$ cat src/rtl/kbd_hex_history_if.sv
// Keyboard-side bus for the hex history display: decoded ASCII strobe and
// modifiers in, seven-segment digits and status out.
interface kbd_hex_history_if #(
    parameter int NBYTES = 3
);
    logic                  data_valid;
    logic [7:0]            data;
    logic                  shift;
    logic                  is_caps;
    logic                  clear;
    logic                  en;
    logic [14*NBYTES-1:0]  hex_out;
    logic [7:0]            last_ascii;
    logic [7:0]            key_count;

    modport master (
        output data_valid, data, shift, is_caps, clear, en,
        input  hex_out, last_ascii, key_count
    );

    modport slave (
        input  data_valid, data, shift, is_caps, clear, en,
        output hex_out, last_ascii, key_count
    );
endinterface

$ cat src/rtl/kbd_hex_history.sv
// Keyboard-to-seven-segment history display: shift/caps upper-casing, NBYTES
// deep byte history, newest-pair flash on capture and a keystroke counter.
module kbd_hex_history #(
    parameter int NBYTES       = 3,
    parameter int FLASH_CYCLES = 5000000
) (
    input logic              clk,
    input logic              rst,
    kbd_hex_history_if.slave bus
);
    localparam int FW = $clog2(FLASH_CYCLES + 1);

    logic [7:0]           hist [NBYTES];
    logic [NBYTES-1:0]    vld;
    logic [7:0]           key_count;
    logic [FW-1:0]        flash_cnt;
    logic                 upper;
    logic                 is_letter;
    logic [7:0]           conv_byte;
    logic [14*NBYTES-1:0] hex_v;

    function automatic logic [6:0] seg7(input logic [3:0] v);
        logic [6:0] s;
        case (v)
            4'h0: s = 7'h40;
            4'h1: s = 7'h79;
            4'h2: s = 7'h24;
            4'h3: s = 7'h30;
            4'h4: s = 7'h19;
            4'h5: s = 7'h12;
            4'h6: s = 7'h02;
            4'h7: s = 7'h78;
            4'h8: s = 7'h00;
            4'h9: s = 7'h10;
            4'hA: s = 7'h08;
            4'hB: s = 7'h03;
            4'hC: s = 7'h46;
            4'hD: s = 7'h21;
            4'hE: s = 7'h06;
            default: s = 7'h0E;
        endcase
        return s;
    endfunction

    // Only lower-case letters are ever folded; everything else passes through.
    always_comb begin
        upper     = bus.shift ^ bus.is_caps;
        is_letter = (bus.data >= 8'h61) && (bus.data <= 8'h7A);
        conv_byte = (upper && is_letter) ? (bus.data - 8'h20) : bus.data;
    end

    always_ff @(posedge clk or posedge rst) begin
        if (rst) begin
            for (int i = 0; i < NBYTES; i++) hist[i] <= 8'h00;
            vld       <= '0;
            key_count <= 8'h00;
            flash_cnt <= '0;
        end else if (bus.clear) begin
            for (int i = 0; i < NBYTES; i++) hist[i] <= 8'h00;
            vld       <= '0;
            key_count <= 8'h00;
            flash_cnt <= '0;
        end else if (bus.data_valid) begin
            for (int i = NBYTES - 1; i > 0; i--) begin
                hist[i] <= hist[i-1];
                vld[i]  <= vld[i-1];
            end
            hist[0]   <= conv_byte;
            vld[0]    <= 1'b1;
            key_count <= key_count + 8'd1;
            flash_cnt <= FW'(FLASH_CYCLES);
        end else if (flash_cnt != '0) begin
            flash_cnt <= flash_cnt - FW'(1);
        end
    end

    // Blanking order: display disable, then never-written slot, then the flash on pair 0.
    always_comb begin
        hex_v = '1;
        for (int i = 0; i < NBYTES; i++) begin
            if (bus.en && vld[i] && !((i == 0) && (flash_cnt != '0))) begin
                hex_v[14*i +: 7]     = seg7(hist[i][3:0]);
                hex_v[14*i + 7 +: 7] = seg7(hist[i][7:4]);
            end
        end
    end

    assign bus.hex_out    = hex_v;
    assign bus.last_ascii = hist[0];
    assign bus.key_count  = key_count;
endmodule

$ cat src/flat_wrapper.sv
// flat-port wrapper written by rule: the top's interface ports become plain ports
module kbd_hex_history_flat 
#(
    parameter int NBYTES       = 3,
    parameter int FLASH_CYCLES = 5000000
)
  (clk, rst, bus_data_valid, bus_data, bus_shift, bus_is_caps, bus_clear, bus_en, bus_hex_out, bus_last_ascii, bus_key_count);
  kbd_hex_history_if #(.NBYTES(NBYTES)) bus_i ();
  input logic clk;
  input logic rst;
  input wire logic [$bits(bus_i.data_valid)-1:0] bus_data_valid;
  input wire logic [$bits(bus_i.data)-1:0] bus_data;
  input wire logic [$bits(bus_i.shift)-1:0] bus_shift;
  input wire logic [$bits(bus_i.is_caps)-1:0] bus_is_caps;
  input wire logic [$bits(bus_i.clear)-1:0] bus_clear;
  input wire logic [$bits(bus_i.en)-1:0] bus_en;
  output wire logic [$bits(bus_i.hex_out)-1:0] bus_hex_out;
  output wire logic [$bits(bus_i.last_ascii)-1:0] bus_last_ascii;
  output wire logic [$bits(bus_i.key_count)-1:0] bus_key_count;
  assign bus_i.data_valid = bus_data_valid;
  assign bus_i.data = bus_data;
  assign bus_i.shift = bus_shift;
  assign bus_i.is_caps = bus_is_caps;
  assign bus_i.clear = bus_clear;
  assign bus_i.en = bus_en;
  assign bus_hex_out = bus_i.hex_out;
  assign bus_last_ascii = bus_i.last_ascii;
  assign bus_key_count = bus_i.key_count;
  kbd_hex_history #(.NBYTES(NBYTES), .FLASH_CYCLES(FLASH_CYCLES)) u_core (.clk(clk), .rst(rst), .bus(bus_i));
endmodule
$ cat config.mk
export PLATFORM = sky130hd
export DESIGN_NAME = kbd_hex_history_flat
export DESIGN_NICKNAME = d
export VERILOG_FILES = /design/src/rtl/kbd_hex_history_if.sv /design/src/rtl/kbd_hex_history.sv /design/src/flat_wrapper.sv
export SDC_FILE = /design/constraint.sdc
export NUM_CORES = 1
export LEC_CHECK = 0
export ABC_CLOCK_PERIOD_IN_PS = 7300
export BUFFER_PORTS_ARGS = -buffer_cell sky130_fd_sc_hd__buf_4
export CAP_MARGIN = 10
export CORE_MARGIN = 2
export CORE_UTILIZATION = 40
export DETAILED_ROUTE_END_ITERATION = 10
export SETUP_SLACK_MARGIN = 0.05
export SYNTH_ARGS = -nofsm -noshare
export SYNTH_HDL_FRONTEND = slang
export SYNTH_SLANG_ARGS = --single-unit
export TNS_END_PERCENT = 1
$ cat constraint.sdc
create_clock -name clk -period 7.3 [get_ports clk]
set_clock_uncertainty 0.15 [all_clocks]
set_input_delay 1.095 -clock clk [delete_from_list [all_inputs] [get_ports clk]]
set_output_delay 1.095 -clock clk [all_outputs]
set_load 0.005 [all_outputs]
==> flow_summary.toml, run 1 <==
[floorplan]
ios = 73
die_x_um = 111
start_util_pct = 41.4
dieArea_um2 = 12200
num_rows = 38
fp.dieH_um = 111
core_area_um2 = 11000

[yosys]
syn_area_um2 = 4550
synth_largest_area_cell = "dfrtp_1"
ys_warn_count = 0
synth_cell_types = 49
synth-seq-cells = 58
netlist_instances = 532
synth_nets = 586
synth_edf_count = 0
synth_top_area_share_pct = 31.9
ys_seq_area_share_pct = 31.9
ys.flop_type = "dfrtp_1"
syn_avg_cell_area_um2 = 8.55
synth.area.top_cells = "dfrtp_1 (32%), ha_1 (11%), mux2i_1 (8.1%)"
async_flop_share_pct = 100

[grt]
antenna_found_initial = 0
grt_busiest_layer = "met2"
grt_use_met1_pct = 23.6
grt_max_degree = 59
grt_use_total_pct = 18.3
grtUsageMet2_pct = 31.6
grt_pass1_wl_mm = 19.1
use_met3_pct = 3.55
grt_pass1_vias = 3948
grt-ovfl-total = 0

[final_layout]
finalInstanceArea_um2 = 5390
area_growth_pct = 18.3
nets = 628
final_layout_size_suffix_gt1_share_pct = 17.6
antenna_cells = 0
final_util_pct = 49.0

[status]
status = "complete, no violations"

[cts]
htreeDepth = 3
cts.path.max_buffers = 2
holdBufCountCts = 0
numCtsBuffers = 9
post_cts_buffers = 0
post_cts_resized = 0
insertion_delay_ns = 0.33
cts_tree = "done"
cts_root_buf = "clkbuf_16"
cts_sinks = 58
clkTransAtPathRegs_ns = 0.06

[timing]
period_share_pct = 54.1
slew_viol_final = 0
fin_crit_ns = 3.95
final-setup-viol-count = 0
max_slew.worst_pin.slew_ns = 0.997
rsz0062_at_grt = "false"
max_slew_margin_pct = 33.0
finalSetupTns_ns = 0
max_freq_mhz = 253
hold_viol_final = 0

[drt]
wl_mm = 11.2
dr.pass1.iters = 4
ant_nets = 0
dr_total_vias = 4065
avgViaCountPerCell = 5.65
drt_iter0_drc = 321
drc_errors = 0
post_drt_wl_per_cell_um = 15.6

[power]
peakVddDrop_uv = 139
power_leakage_nw = 2.25
power.density_nw_per_um2 = 174

[job]
cap_violations = 0

[worst_setup_path]
cp_data_arrival_time_ns = 2.70
worstSetupPathType = "reg -> out"
startpoint_type = "register"
cp_max_fo = 14
worstPathRequired_ns = 6.05
end_kind = "output port"

[place]
placed_cell_area_um2 = 5090
gp_congestion = 0.803
hpwlAfterDp_mm = 7.65
port_buffers = 72

[hold_path]
min_path_type = "reg -> reg"
[stage by stage]
step	hold slack (ns)	power [W]	std cells	worst slack, ns
2_1_floorplan	0.339	0.000479	532	4.21
3_3_place_gp	0.365	0.000521	703	3.91
3_5_place_dp	0.367	0.000525	703	3.74
4_1_cts	0.380	0.000942	719	3.38
5_1_grt	0.408	0.000978	719	3.17
6_report	0.379	0.000937	719	3.35
[final cells by class]
| class | count | area, µm² |
|---|---|---|
| fillers | 1043 | 5600 |
| multi-input cells | 404 | 2800 |
| flip-flops and latches | 58 | 1450 |
| repair buffers | 75 | 563 |
| clock buffers | 9 | 225 |
| well taps | 140 | 175 |
| inverters | 26 | 97.6 |
| clock inverters | 7 | 68.8 |
[sequential cells by signal, summed over array words and instances, names as in the netlist]
name	count
u_core.flash_cnt	23
u_core.bus.key_count	8
u_core.vld	3
u_core.hist	16
u_core.bus.last_ascii	8
[worst max-delay path, cell delays in order (launching register included)]
cell and delay (ns):
dfrtp_1 0.42, nor4_1 0.49, nand4_1 0.54, nor3_1 0.33, buf_4 0.24, o311ai_0 0.17
buf_4 0.18
[power by group]
part           switching (W)  internal (W)  total (W)
Sequential         0.0000293      0.000337   0.000366
Clock               0.000154      0.000263   0.000417
Combinational      0.0000902     0.0000633   0.000153
[cells in the final DEF (no fill, tap or decap), types with 9 or more instances in the layout]
cell / instances
dfrtp_1: 58
nor4_1: 11
nor2_1: 50
clkbuf_16: 9
nand3_1: 10
inv_1: 25
or3_1: 15
o311ai_0: 9
ha_1: 39
a21oi_1: 19
buf_4: 75
nor3_1: 18
nand2_1: 46
o21ai_0: 21
o211ai_1: 31
mux2i_1: 37
nand2b_1: 13
[final timing paths]
| kind | start | to | slack (ns) | cells after the start |
|---|---|---|---|---|
| max | u_core.flash_cnt[18] | bus_hex_out[4] | 3.35 | 6 |
| max reg2reg | u_core.flash_cnt[3] | u_core.flash_cnt[14] | 4.46 | 5 |
| min in group asynchronous | rst | u_core.flash_cnt[17] | 0.83 | 3 |
| max in group asynchronous | rst | u_core.bus.last_ascii[3] | 5.67 | 3 |
| min reg2reg | u_core.vld[0] | u_core.vld[0] | 0.38 | 2 |
| min | u_core.vld[0] | u_core.vld[0] | 0.38 | 2 |
[kinds of logic after synthesis]
kind of cell | count (synthesis) | share of synthesized area [%]
mux | 41 | 9.38
compound gates | 121 | 18.7
flops | 58 | 31.9
buf+inv | 70 | 6.49
xor+xnor | 6 | 1.15
fa+ha+maj | 39 | 10.7
simple gates | 197 | 21.7
[layer usage]
metal / share of wire, % / wire length (µm)
met1: 45 / 5070
met2: 50 / 5610
met3: 4.2 / 470
met4: 0.71 / 80
met5: 0 / 0
[cell usage after synthesis, drive strengths merged (7+ instances only)]
cell and n:
buf 14, mux2i 37, o311ai 10, nor4 11, nand2 46, nor2 50
inv 26, a21oi 19, o21ai 23, ha 39, clkbuf 30, o211ai 31
nand3 10, or3 15, nand2b 13, nor2b 7, or4 7, dfrtp 58
nor3 18
(Power assumes the default switching activity.)
==> inputs of run 2 (changes only) <==
ABC_CLOCK_PERIOD_IN_PS = 3900   (was 7300)
clock period = 3.9 ns   (was 7.3 ns; I/O delays follow)
==> flow_summary.toml, run 2 (same netlist as run 1, synthesis figures left out) <==
[worst_setup_path]
r2r_start = "u_core.flash_cnt[3]"
startpoint_type = "register"
cp_data_arrival_time_ns = 2.34
max_stage_delay_ns = 0.49
worstPathRequired_ns = 3.16
cpMostUsedCell = "buf_4"
end_kind = "output port"
crit_family = "simple AND/OR/NAND/NOR gates"
cp_num_buf_inv = 2
worstSetupPathType = "reg -> out"
critPathLaunch = "u_core.flash_cnt[18]"
cp_max_fo = 14
cpMaxStageDelayCell = "nor4_1"
path_cells = "nor4_1 -> nand4_1 -> nor3_1 -> buf_4 -> o311ai_0 -> buf_4"

[drt]
dr.pass1.iters = 4
dr_total_vias = 4035
ant_nets = 0
drt_iter0_drc = 355
avgViaCountPerCell = 5.60
wl_mm = 10.9
drc_errors = 0
post_drt_wl_per_cell_um = 15.1

[cts]
post_cts_resized = 0
insertion_delay_ns = 0.32
cts_root_buf = "clkbuf_16"
clkTransAtPathRegs_ns = 0.05
cts_sinks = 58
post_cts_buffers = 0
cts_tree = "done"
htreeDepth = 3
cts.path.max_buffers = 2
numCtsBuffers = 9
holdBufCountCts = 0

[timing]
slew_viol_final = 0
hold_viol_final = 0
final-setup-viol-count = 0
max_freq_mhz = 325
max_slew.worst_pin.slew_ns = 0.739
max_slew_margin_pct = 50.7
fin_crit_ns = 3.07
hold_ws_ns = 0.244
rsz0062_at_grt = "false"
fin_ws_ns = 0.828
period_share_pct = 78.8
finalSetupTns_ns = 0

[grt]
antenna_found_initial = 0
grt_max_degree = 51
grt_pass1_vias = 3728
grt_use_total_pct = 17.8
grt_pass1_wl_mm = 18.4
grt-ovfl-total = 0

[place]
pre_cts_ws_ns = 1.15
placed_cell_area_um2 = 5110
gp_congestion = 0.818
port_buffers = 72
hpwlAfterDp_mm = 7.59

[floorplan]
core_area_um2 = 11000
fp.dieH_um = 111
start_util_pct = 41.4
num_rows = 38
ios = 73
die_x_um = 111
dieArea_um2 = 12200

[hold_path]
min_path_type = "in -> async"

[final_layout]
finalInstanceArea_um2 = 5400
final_cell_mix = "buf_4 (77), dfrtp_1 (58), nor2_1 (50), nand2_1 (46), ha_1 (39)"
seqCellArea_um2 = 1450
reg.largest.list = "u_core.flash_cnt x23, u_core.hist x16"
area_growth_pct = 18.7
mostFrequentLayoutCell = "buf_4"
top_register = "u_core.flash_cnt"
largest_reg_flops = 23
antenna_cells = 0
multiInputGateArea_um2 = 2800
final_layout_size_suffix_gt1_share_pct = 17.7
fillerInstances = 1074
nets = 630

[status]
status = "complete, no violations"

[power]
power_w = 0.00174
power.density_nw_per_um2 = 323
power_leakage_nw = 2.27
peakVddDrop_uv = 240

[job]
cap_violations = 0
## run 2: power breakdown
part	internal (W)	switching [W]
registers	0.000631	0.0000552
logic	0.000121	0.000167
clock network	0.000508	0.000261
total	0.00126	0.000483
## run 2: cell type report
type	instances	area share (%)
multi-input combinational	404	51.9
clock inverter	5	0.996
clock buffer	11	4.49
sequential	58	26.9
timing repair buffer	77	10.7
inverter	26	1.81
tap	140	3.24
## run 2: worst reg2reg max path: cells and delay by family (launching register included)
| kind | cells | cell delay [ns] |
|---|---|---|
| and+or+nand+nor | 2 | 1.35 |
| DFF | 1 | 0.44 |
| muxes | 1 | 0.22 |
| AOI/OAI and AO/OA | 1 | 0.35 |
## run 2: routing by layer
metal / GRT usage, % / vias to the layer above / part of all wire, %
li1: - / 2018 / -
met1: 23.7 / 1916 / 47
met2: 29.1 / 88 / 47
met3: 3.55 / 13 / 4.4
met4: 5.75 / 0 / 1.3
met5: 0 / - / 0
## run 2: worst paths after layout
check	slack, ns	depth (start not counted)	endpoint
worst max-delay path	0.83	6	bus_hex_out[6]
worst min-delay path	0.24	2	u_core.flash_cnt[22]
worst max register to register	1.32	4	u_core.flash_cnt[15]
worst min register to register	0.38	2	u_core.vld[0]
max in group asynchronous	2.56	3	u_core.flash_cnt[5]
min in group clk	0.34	2	u_core.bus.last_ascii[7]
## run 2: per-stage QoR
stage               std cells  utilization, %
floorplan                 532               -
global route              721            49.2
detailed placement        705            46.5
global placement          705            46.5
finish                    721            49.2
CTS                       721            49.2
==> inputs of run 3 (changes only) <==
ABC_AREA = 1   (was default)
ABC_CLOCK_PERIOD_IN_PS = 3200   (was 3900)
clock period = 3.2 ns   (was 3.9 ns; I/O delays follow)
==> flow_summary.toml, run 3 <==
[status]
status = "complete, no violations"

[drt]
wl_mm = 11.1
route.met2.wl_mm = 5.06
post_drt_wl_per_cell_um = 13.6
wl_met1_mm = 5.39
avgViaCountPerCell = 5.29
dr_total_vias = 4317
ant_nets = 0
drt_iter0_drc = 317
highest-signal-layer = "met4"
dr.pass1.iters = 4
dr_wl_met3_um = 447
drc_errors = 0

[final_layout]
seqCellArea_um2 = 1450
final_layout_size_suffix_gt1_share_pct = 16.4
nets = 725
mostFrequentLayoutCell = "nand2_1"
reg.largest.list = "u_core.flash_cnt x23, u_core.hist x16"
multiInputGateArea_um2 = 2520
area_growth_pct = 18.6
antenna_cells = 0
fillerInstances = 1074
final_cell_mix = "nand2_1 (127), buf_4 (74), nor2_1 (70), inv_1 (69), dfrtp_1 (58)"
top_register = "u_core.flash_cnt"
largest_reg_flops = 23

[floorplan]
dieArea_um2 = 11900
ios = 73
start_util_pct = 40.9
die_x_um = 109
core_area_um2 = 10800
fp.dieH_um = 109
num_rows = 38

[yosys]
syn_avg_cell_area_um2 = 7.22
synth_largest_area_cell = "dfrtp_1"
netlist_instances = 614
ys_warn_count = 0
ys_seq_area_share_pct = 32.8
synth.area.top_cells = "dfrtp_1 (33%), ha_1 (11%), nand2_1 (11%)"
synth_cell_types = 41
synth_edf_count = 0
synth-seq-cells = 58
async_flop_share_pct = 100
synth_nets = 668
synthTopCellsByCount = "nand2_1 (127), inv_1 (70), nor2_1 (70), dfrtp_1 (58), nand3_1 (51)"
synth_top_area_share_pct = 32.8
synth_most_common_cell = "nand2_1"
syn_area_um2 = 4430
ys.flop_type = "dfrtp_1"

[cts]
cts.path.max_buffers = 2
cts_sinks = 58
holdBufCountCts = 0
cts_tree = "done"
post_cts_resized = 0
insertion_delay_ns = 0.35
htreeDepth = 3
clkTransAtPathRegs_ns = 0.08
post_cts_buffers = 0
numCtsBuffers = 9
cts_root_buf = "clkbuf_8"

[power]
power_leakage_nw = 2.43
power_w = 0.00203
peakVddDrop_uv = 227
power.density_nw_per_um2 = 387

[grt]
grt_pass1_vias = 3854
grt-ovfl-total = 0
grt_use_total_pct = 19.3
antenna_found_initial = 0
grt_pass1_wl_mm = 18.1
grt_max_degree = 59

[timing]
hold_viol_final = 0
fin_crit_ns = 2.80
final-setup-viol-count = 0
finalSetupTns_ns = 0
max_slew_margin_pct = 49.0
max_freq_mhz = 357
rsz0062_at_grt = "false"
slew_viol_final = 0
period_share_pct = 87.6
max_slew.worst_pin.slew_ns = 0.765

[worst_setup_path]
worstPathRequired_ns = 2.57
path_cells = "inv_1 -> ha_1 -> nand2_2 -> nor2_4 -> nand3_4 -> nor2_4 -> o311ai_0 -> buf_4"
end_kind = "output port"
cpMaxStageDelayCell = "dfrtp_1"
cp_max_fo = 14
cp_data_arrival_time_ns = 2.17
startpoint_type = "register"
cpMostUsedCell = "nor2_4"
worstSetupPathType = "reg -> out"
max_stage_delay_ns = 0.36

[hold_path]
min_path_type = "in -> async"

[job]
cap_violations = 0

[place]
port_buffers = 72
gp_congestion = 0.877
hpwlAfterDp_mm = 8.22
run 3: cell families (layout without fill, tap and decap cells):
| logic type | Yosys count | after routing | share of synthesized area (%) |
|---|---|---|---|
| AND/OR/NAND/NOR | 284 | 284 | 28.3 |
| AO/OA/AOI/OAI | 120 | 120 | 16.6 |
| buffers and inverters | 108 | 170 | 10.4 |
| flip-flops | 58 | 58 | 32.8 |
| adder cells (fa/ha/maj) | 39 | 39 | 11.0 |
| XOR/XNOR | 5 | 5 | 0.988 |
run 3: path summary, 6_finish.rpt:
path / from / to / slack, ns / depth (start not counted)
worst max-delay path: u_core.flash_cnt[0] / bus_hex_out[8] / 0.40 / 8
worst min-delay path: rst / u_core.flash_cnt[20] / 0.20 / 3
worst max register to register: u_core.flash_cnt[0] / u_core.flash_cnt[9] / 1.25 / 9
worst min register to register: u_core.vld[2] / u_core.vld[2] / 0.34 / 2
max in group asynchronous: rst / u_core.flash_cnt[2] / 2.19 / 3
min in group clk: bus_data[3] / u_core.bus.last_ascii[3] / 0.25 / 3
run 3: final cells by class:
cell class / instances / area share (%)
clock buffers: 9 / 2.36
repair buffers: 74 / 10.6
multi-input cells: 448 / 48.0
flip-flops and latches: 58 / 27.6
clock inverters: 7 / 2.38
inverters: 80 / 5.74
well taps: 140 / 3.33
run 3: where the power goes:
group          switching [W]  internal [W]
Combinational       0.000235      0.000132
Clock               0.000332      0.000524
Sequential         0.0000443      0.000766
run 3: per-stage QoR:
stage	hold WS [ns]	cells	cell area, µm²	utilization [%]	worst slack (ns)
2_1_floorplan	0.303	614	4430	-	1.14
3_3_place_gp	0.324	800	5000	46.2	0.800
3_5_place_dp	0.331	800	5000	46.2	0.734
4_1_cts	0.225	816	5250	48.5	0.369
5_1_grt	0.270	816	5250	48.5	0.226
6_report	0.200	816	5250	48.5	0.396
run 3: worst max-delay path: cells and delay by family (launching register included):
| family | cells | cell delay, ns |
|---|---|---|
| simple gates | 4 | 0.77 |
| flops | 1 | 0.36 |
| buf+inv | 2 | 0.29 |
| fa+ha+maj | 1 | 0.22 |
| compound gates | 1 | 0.20 |
run 3: metal layers:
metal | global-route usage, % | vias up
li1 | - | 2151
met1 | 26.4 | 2052
met2 | 30.9 | 97
met3 | 2.87 | 17
met4 | 6.78 | 0
met5 | 0 | -
